**config.mk**
```make
export PLATFORM = sky130hd
export DESIGN_NAME = inst_mem_loader
export DESIGN_NICKNAME = d
export VERILOG_FILES = /design/src/rtl/inst_mem_loader.sv
export SDC_FILE = /design/constraint.sdc
export NUM_CORES = 1
export LEC_CHECK = 0
export CAP_MARGIN = 20
export CELL_PAD_IN_SITES_DETAIL_PLACEMENT = 1
export CELL_PAD_IN_SITES_GLOBAL_PLACEMENT = 1
export CORE_MARGIN = 2
export CORE_UTILIZATION = 37
export CTS_CLUSTER_DIAMETER = 100
export DETAILED_ROUTE_END_ITERATION = 7
export PLACE_DENSITY = 0.87
export SYNTH_ARGS = -nofsm -noshare
export SYNTH_HDL_FRONTEND = slang
export SYNTH_SLANG_ARGS = --single-unit
```
**constraint.sdc**
```tcl
create_clock -name clk -period 1.95 [get_ports clk]
set_input_delay 0.195 -clock clk [delete_from_list [all_inputs] [get_ports clk]]
set_output_delay 0.195 -clock clk [all_outputs]
set_load 0.005 [all_outputs]
```
**src/rtl/inst_mem_loader.sv**
```systemverilog
// Instruction-RAM port owner: passes core fetch addresses through, or stalls the core while a
// host byte stream is packed little-endian into words and written from address 0 upward.
module inst_mem_loader #(
   parameter int unsigned ADDR_W = 10
) (
   input  logic              clk,
   input  logic              rst_n,
   input  logic [ADDR_W-1:0] core_addr,
   output logic              core_stall,
   input  logic              dl_start,
   input  logic [ADDR_W:0]   dl_len,
   input  logic              dl_abort,
   input  logic              dl_valid,
   input  logic [7:0]        dl_byte,
   output logic              dl_ready,
   output logic              dl_busy,
   output logic              dl_done,
   output logic [ADDR_W-1:0] ram_addr,
   output logic              ram_wren,
   output logic [31:0]       ram_wrdata
);

   typedef enum logic [1:0] {StIdle, StLoad, StWrite, StDone} state_e;

   localparam logic [ADDR_W:0] MaxLen = {1'b1, {ADDR_W{1'b0}}};

   state_e          state_q, state_d;
   logic [ADDR_W:0] word_cnt_q, word_cnt_d;
   logic [1:0]      byte_cnt_q, byte_cnt_d;
   logic [ADDR_W:0] len_q, len_d;
   logic [31:0]     word_q, word_d;

   always_ff @(posedge clk or negedge rst_n) begin
      if (!rst_n) begin
         state_q    <= StIdle;
         word_cnt_q <= '0;
         byte_cnt_q <= '0;
         len_q      <= '0;
         word_q     <= '0;
      end else begin
         state_q    <= state_d;
         word_cnt_q <= word_cnt_d;
         byte_cnt_q <= byte_cnt_d;
         len_q      <= len_d;
         word_q     <= word_d;
      end
   end

   always_comb begin
      state_d    = state_q;
      word_cnt_d = word_cnt_q;
      byte_cnt_d = byte_cnt_q;
      len_d      = len_q;
      word_d     = word_q;
      unique case (state_q)
         StIdle: begin
            if (dl_start) begin
               len_d      = (dl_len > MaxLen) ? MaxLen : dl_len;
               word_cnt_d = '0;
               byte_cnt_d = '0;
               state_d    = (dl_len == '0) ? StDone : StLoad;
            end
         end
         StLoad: begin
            if (dl_valid) begin
               word_d[{byte_cnt_q, 3'b000} +: 8] = dl_byte;
               byte_cnt_d = byte_cnt_q + 2'd1;
               if (byte_cnt_q == 2'd3) state_d = StWrite;
            end
         end
         StWrite: begin
            word_cnt_d = word_cnt_q + 1'b1;
            state_d    = (word_cnt_d == len_q) ? StDone : StLoad;
         end
         StDone: state_d = StIdle;
         default: state_d = StIdle;
      endcase
      // Abort wins over every other transition; the partial word is simply left behind.
      if (dl_abort && (state_q != StIdle)) state_d = StIdle;
   end

   assign core_stall = (state_q != StIdle);
   assign dl_busy    = (state_q != StIdle);
   assign dl_ready   = (state_q == StLoad);
   assign ram_wren   = (state_q == StWrite);
   assign dl_done    = (state_q == StDone);
   assign ram_wrdata = word_q;
   assign ram_addr   = (state_q == StIdle) ? core_addr : word_cnt_q[ADDR_W-1:0];

endmodule

```
# Yosys cells after proc, flatten, opt, wreduce, memory -nomap -nowiden
# Index checks and enable logic that the tools add are counted.
dict set report classes {
  shift 2
  n_eq_ne 10
  n_lt_le_gt_ge 1
  muxes 15
  n_reduce_logical 11
  addsub 3
}
# op count
set ops {}
lappend ops {{$bwmux W32} 1}
lappend ops {{$shift A8 B7 Y32 const A} 1}
lappend ops {{$shiftx A8 B7 Y32} 1}
lappend ops {{$mux W11} 2}
lappend ops {{$pmux W11 S2} 1}
lappend ops {{$mux W2} 8}
lappend ops {{$add A11 B1 Y11 const B} 1}
lappend ops {{$eq A11 B11 Y1} 1}
lappend ops {{$gt A11 B11 Y1 const B} 1}
lappend ops {{$logic_not A11 Y1} 1}
lappend ops {{$mux W10} 1}
lappend ops {{$pmux W2 S4} 1}
lappend ops {{$neg A5 Y7} 1}
lappend ops {{$eq A2 B2 Y1 const B} 3}
lappend ops {{$reduce_and A2 Y1} 3}
lappend ops {{$reduce_and A3 Y1} 2}
lappend ops {{$reduce_bool A2 Y1} 3}
lappend ops {{$ne A2 B2 Y1 const B} 2}
lappend ops {{$pmux W2 S2} 1}
lappend ops {{$ne A3 B1 Y1 const B} 1}
lappend ops {{$ne A3 B2 Y1 const B} 1}
lappend ops {{$ne A3 B3 Y1 const B} 1}
lappend ops {{$add A2 B1 Y2 const B} 1}
lappend ops {{$eq A2 B1 Y1 const B} 1}
lappend ops {{2 further kinds} 2}
dict set report totals {
  wordCells 47
  inputBits 34
  ff_bits 58
}

# Longest topological paths before layout
# Gate-level depths: netlist of the first run.
dict set report depth {
  ltp_word 5
  ltp_mapped 8
  depth_no_buf 6
}

# Worst setup path after synthesis of the first run
# OpenSTA, ideal clock, no wires.
dict set report synth_path {
  path_kind {register -> register}
  from {register byte_cnt_q[0]}
  to {register word_q[0] (netlist: ram_wrdata[0])}
  arrival_time_ns 1.683
  setup_time_ns 0.077
  period_less_slack_ns 1.760
  slack_ns 0.190
  path_stages_with_launch 6
  required_ns 1.873
  path_cell_list {dfrtp_1 > inv_1 > ha_1 > nor3b_1 > nand2_1 > o21ai_1}
}
dict set report synth_between {
  elab_chain_len 3
  word_cells_on_any_way 4
  classes_between {add/sub: 1; shift: 2; mux: 1}
}
# element line_no
set synth_lines {}
lappend synth_lines {{start: declaration} 29} ;# logic [1:0] byte_cnt_q, byte_cnt_d;
lappend synth_lines {{start signal: assignment} 43} ;# byte_cnt_q <= byte_cnt_d;
lappend synth_lines {{$neg A5 Y7 (*)} 66} ;# word_d[{byte_cnt_q, 3'b000} +: 8] = dl_byte;
lappend synth_lines {{$shiftx A8 B7 Y32 / $shift A8 B7 Y32 (equally long branches)} 66}
lappend synth_lines {{$bwmux W32 (*)} 66}
lappend synth_lines {{end signal: assignment} 45} ;# word_q <= word_d;
lappend synth_lines {{end: declaration} 31} ;# logic [31:0] word_q, word_d;
# Mark *: on every way between the ends. The rest lies on a longest branch, timed or not.
# A chain may end at the register's enable or synchronous reset.

# Worst setup path in the final report of the first run
dict set report layout_path {
  from {register state_q[0]}
  to {output port ram_addr[4]}
}
dict set report layout_between {
  elab_chain_len 2
}
# element line_no
set layout_lines {}
lappend layout_lines {{start: declaration} 27} ;# state_e state_q, state_d;
lappend layout_lines {{start signal: assignment} 35} ;# state_q <= StIdle;
lappend layout_lines {{start signal: assignment} 41} ;# state_q <= state_d;
lappend layout_lines {{$logic_not A2 Y1} 88} ;# assign ram_addr = (state_q == StIdle) ? core_addr : word_cnt_q[ADDR_W-1:0];
lappend layout_lines {{$mux W10} 88}
lappend layout_lines {{end: declaration} 18} ;# output logic [ADDR_W-1:0] ram_addr,
# Every way passes these cells.

==> impl_metrics.json, run 1 <==
{
  "synth-edff-count": 0,
  "totalWireLength_um": 9840,
  "worstPathBufferInverterCount": 2,
  "relSlewSlack_pct": 60.1,
  "nFillCells": 945,
  "first_global_vias": 3132,
  "synth.area.top_cells": "dfrtp_1 46%, nand2_1 7.6%, o21ai_0 4.0%, mux2_2 3.9%, o21ai_1 3.8%",
  "finish.instance_area_um2": 4300,
  "place.detailed.instances": 516,
  "share_of_layout_cells_above_drive_strength_1_pct": 15.5,
  "cp_num_cells": 4,
  "worst-endpoint-required_ns": 1.75,
  "drv.max_cap_violation_count": 0,
  "critPathCaptureType": "primary output",
  "grt_use_total_pct": 22.2,
  "fp.dieArea_um2": 9280,
  "setup_repair_after_global_routing_missed_its_margin": "true",
  "core_um2": 8260,
  "power.ir.vdd_worst_mv": 0.602,
  "antenna_violations_before_repair": 0,
  "cellLeakagePower_nw": 1.81,
  "finClkSkew_ns": 0.0110,
  "power.density_cell_area_nw_per_um2": 1230,
  "vias": 2851,
  "cp-start-kind": "flip-flop",
  "largest_net_degree_at_the_start_of_global_routing": 37,
  "synth.cell_area_um2": 3160,
  "design.final.nets": 466,
  "area.growth.synth_to_final_pct": 36.4,
  "timing.rr.start": "word_cnt_q[0]$_DFFE_PN0P_",
  "critical-path-max-stage-delay_ns": 0.41,
  "netlist.top_cell.by_area": "dfrtp_1",
  "timing.final.crit_share_pct": 96.7,
  "finalHoldViolCount": 0,
  "finalNonFillerCells": 536,
  "synth-seq-area-share_pct": 46.0,
  "clock_sinks": 58,
  "synthDominantCellAreaShare_pct": 46.0,
  "maxClockFrequency_ghz": 0.530,
  "drc": 0,
  "criticalPathCategory": "flip-flop to primary output",
  "yosys_register_bits": 58,
  "r2r_cells": 6,
  "boundaryPins": 81,
  "cts-root-to-sink-buffers": 2,
  "synthFlopType": "dfrtp_1",
  "final-max-slew-violation-count": 0,
  "ys_types": 51,
  "async_flop_share_pct": 100,
  "drt-pass1-iter-count": 4,
  "netlist_instances": 330,
  "outcome": "completed",
  "cts_inserted_buffers": 9,
  "cp_slowest_cell": "dfrtp_1",
  "path_max_fanout": 5,
  "synth_warnings": 0,
  "die_x_um": 96.4,
  "final_report_setup_violation_count": 0,
  "postSynthNetCount": 370,
  "io_buffers": 80,
  "globalRouteOverflowTotal": 0,
  "max_slew.worst_pin.slew_ns": 0.598,
  "dp_hpwl_um": 7220,
  "syn-mean-instance-area_um2": 9.56,
  "path_clk_slew_ns": 0.07,
  "htreeDepth": 3,
  "route.antenna.remaining_nets": 0,
  "clk-insertion-delay-late_ns": 0.35,
  "path_cells": "nor2_4 -> buf_4 -> mux2_2 -> dlygate4sd2_1",
  "dpl-instance-area_um2": 4090,
  "first_pass_grt_wire_length_um": 15300,
  "finalCoreUtilization_pct": 52.1,
  "gp_congestion": 0.907,
  "initial_standard_cell_utilization_of_the_core_pct": 38.2,
  "routed_via_density": 5.32,
  "critPathLaunch": "state_q[0]$_DFFE_PN0P_",
  "floorplan_die_height_um": 96.4,
  "critPathTopFamily": "buffers and inverters",
  "antenna_cells": 0,
  "cts_root_buf": "clkbuf_8",
  "placementRows": 33,
  "wire_per_inst_um": 18.4,
  "timing.final.crit_period_ns": 1.89,
  "drt_iter0_drc": 66,
  "arr_time_crit_path_ns": 1.69,
  "tritoncts": "built",
  "hold_class": "primary input to asynchronous set/reset pin"
}
-- flip-flops by register name, summed over array words and instances (netlist names) --
| signal | flops |
|---|---|
| word_cnt_q | 11 |
| len_q | 11 |
| ram_wrdata | 32 |
| byte_cnt_q | 2 |
| state_q | 2 |
-- cells in the final DEF (no fill, tap or decap), types with 3 or more instances in the layout --
cell type and count:
clkinv_2 3, o21a_1 3, ha_1 5, dfrtp_1 57, nand4_1 5, buf_4 21, dlygate4sd2_1 6, nor3b_1 3
nor3_1 4, inv_1 7, nor2_1 11, xnor2_1 8, a21oi_1 8, clkdlybuf4s50_1 69, clkbuf_8 10, o41ai_1 4
o21ai_0 25, nand2b_1 10, mux2_2 11, o31ai_1 3, xor2_1 4, nand2_1 64, clkbuf_1 3, o21ai_1 24
nand3_1 4, nand2_2 5, a22o_1 13, and2_1 3
-- report_power, final --
part | switching [W] | leakage (nW) | internal [W] | total [W]
logic | 0.00116 | 0.940 | 0.00133 | 0.00250
clock network | 0.000497 | 0.0872 | 0.000491 | 0.000988
registers | 0.000269 | 0.787 | 0.00154 | 0.00181
-- cells by family after synthesis --
kind of cell | count (synthesis) | synth area share, %
XOR/XNOR | 12 | 3.33
adder cells (fa/ha/maj) | 6 | 2.38
multiplexers | 12 | 4.24
buffers and inverters | 27 | 5.87
AND/OR/NAND/NOR | 125 | 20.5
flip-flops | 58 | 46.0
AO/OA/AOI/OAI | 90 | 17.7
-- through the flow --
step	TNS [ns]	hold WS (ns)	total power [W]	setup WS (ns)
floorplan	0	-0.101	0.00307	0.190
detailed placement	0	0.230	0.00428	0.0265
global route	-0.0189	0.434	0.00566	-0.00913
global placement	0	0.231	0.00415	0.137
CTS	-0.112	0.393	0.00530	-0.112
finish	0	0.385	0.00529	0.0636
-- routing by layer --
layer / vias to the layer above / global-route usage [%] / wire length [um]
li1: 1346 / - / -
met1: 1395 / 24.3 / 3940
met2: 90 / 38.1 / 4910
met3: 20 / 8.22 / 715
met4: 0 / 9.98 / 277
met5: - / 0 / 0
-- final cells by class --
class / instances / area [um^2] / area share, %
multi-input combinational: 245 / 1530 / 35.5
clock inverter: 3 / 15.0 / 0.349
inverter: 7 / 26.3 / 0.610
tap: 105 / 131 / 3.05
sequential: 58 / 1450 / 33.7
clock buffer: 13 / 149 / 3.46
timing repair buffer: 105 / 1000 / 23.3
-- final timing paths --
kind / end / slack (ns)
setup reg to reg: state_q[1]$_DFFE_PN0P_ / 0.09
hold reg to reg: ram_wrdata[2]$_DFFE_PN0P_ / 0.49
setup / recovery: ram_addr[4] / 0.06
max in group asynchronous: ram_wrdata[11]$_DFFE_PN0P_ / 0.96
min in group clk: len_q[2]$_DFFE_PN0P_ / 0.45
hold / removal: word_cnt_q[7]$_DFFE_PN0P_ / 0.39
-- repair_timing --
| action | in CTS | in global routing |
|---|---|---|
| endpoints found under the setup margin | 11 | 7 |
| buffers inserted | 1 | 1 |
| hold buffers | 1 | 0 |
| hold endpoints to repair | 22 | 0 |
| resized for setup | 12 | 6 |
| pin swaps | 1 | 1 |
| gates cloned | 0 | 1 |
-- worst register-to-register path, delay by kind of cell (launching register included) --
family	cells	cell delay, ns
compound gates	2	0.58
xor+xnor	1	0.16
simple gates	2	0.32
fa+ha+maj	1	0.31
flops	1	0.43
-- cell usage after synthesis, types with 2 or more instances --
cell      number
buf_6          8
nor4_1         2
nand3b_1       2
clkbuf_1       3
nand2b_1      10
buf_4          2
nand3_2        2
nor3_2         2
xnor2_1        8
nand3_1        4
o21a_1         3
nor2_1        11
xor2_1         4
nor3_1         4
nand4_1        5
nand2_1       64
o21ai_0       25
mux2_2        11
and2_1         3
a21oi_1        8
ha_1           6
nand2_2        5
inv_1          7
buf_2          5
dfrtp_1       58
o31ai_1        3
a22o_1        13
o41ai_1        4
o21ai_1       24
nor3b_1        3
Note: power is estimated with default switching activity, not from simulation.
==> run 2, diff against run 1 <==
Settings changed: CTS_CLUSTER_SIZE set to 16, SLEW_MARGIN set to 10.
==> results of run 2 <==
No change in the layout: final DEF, timing and power equal those of run 1.
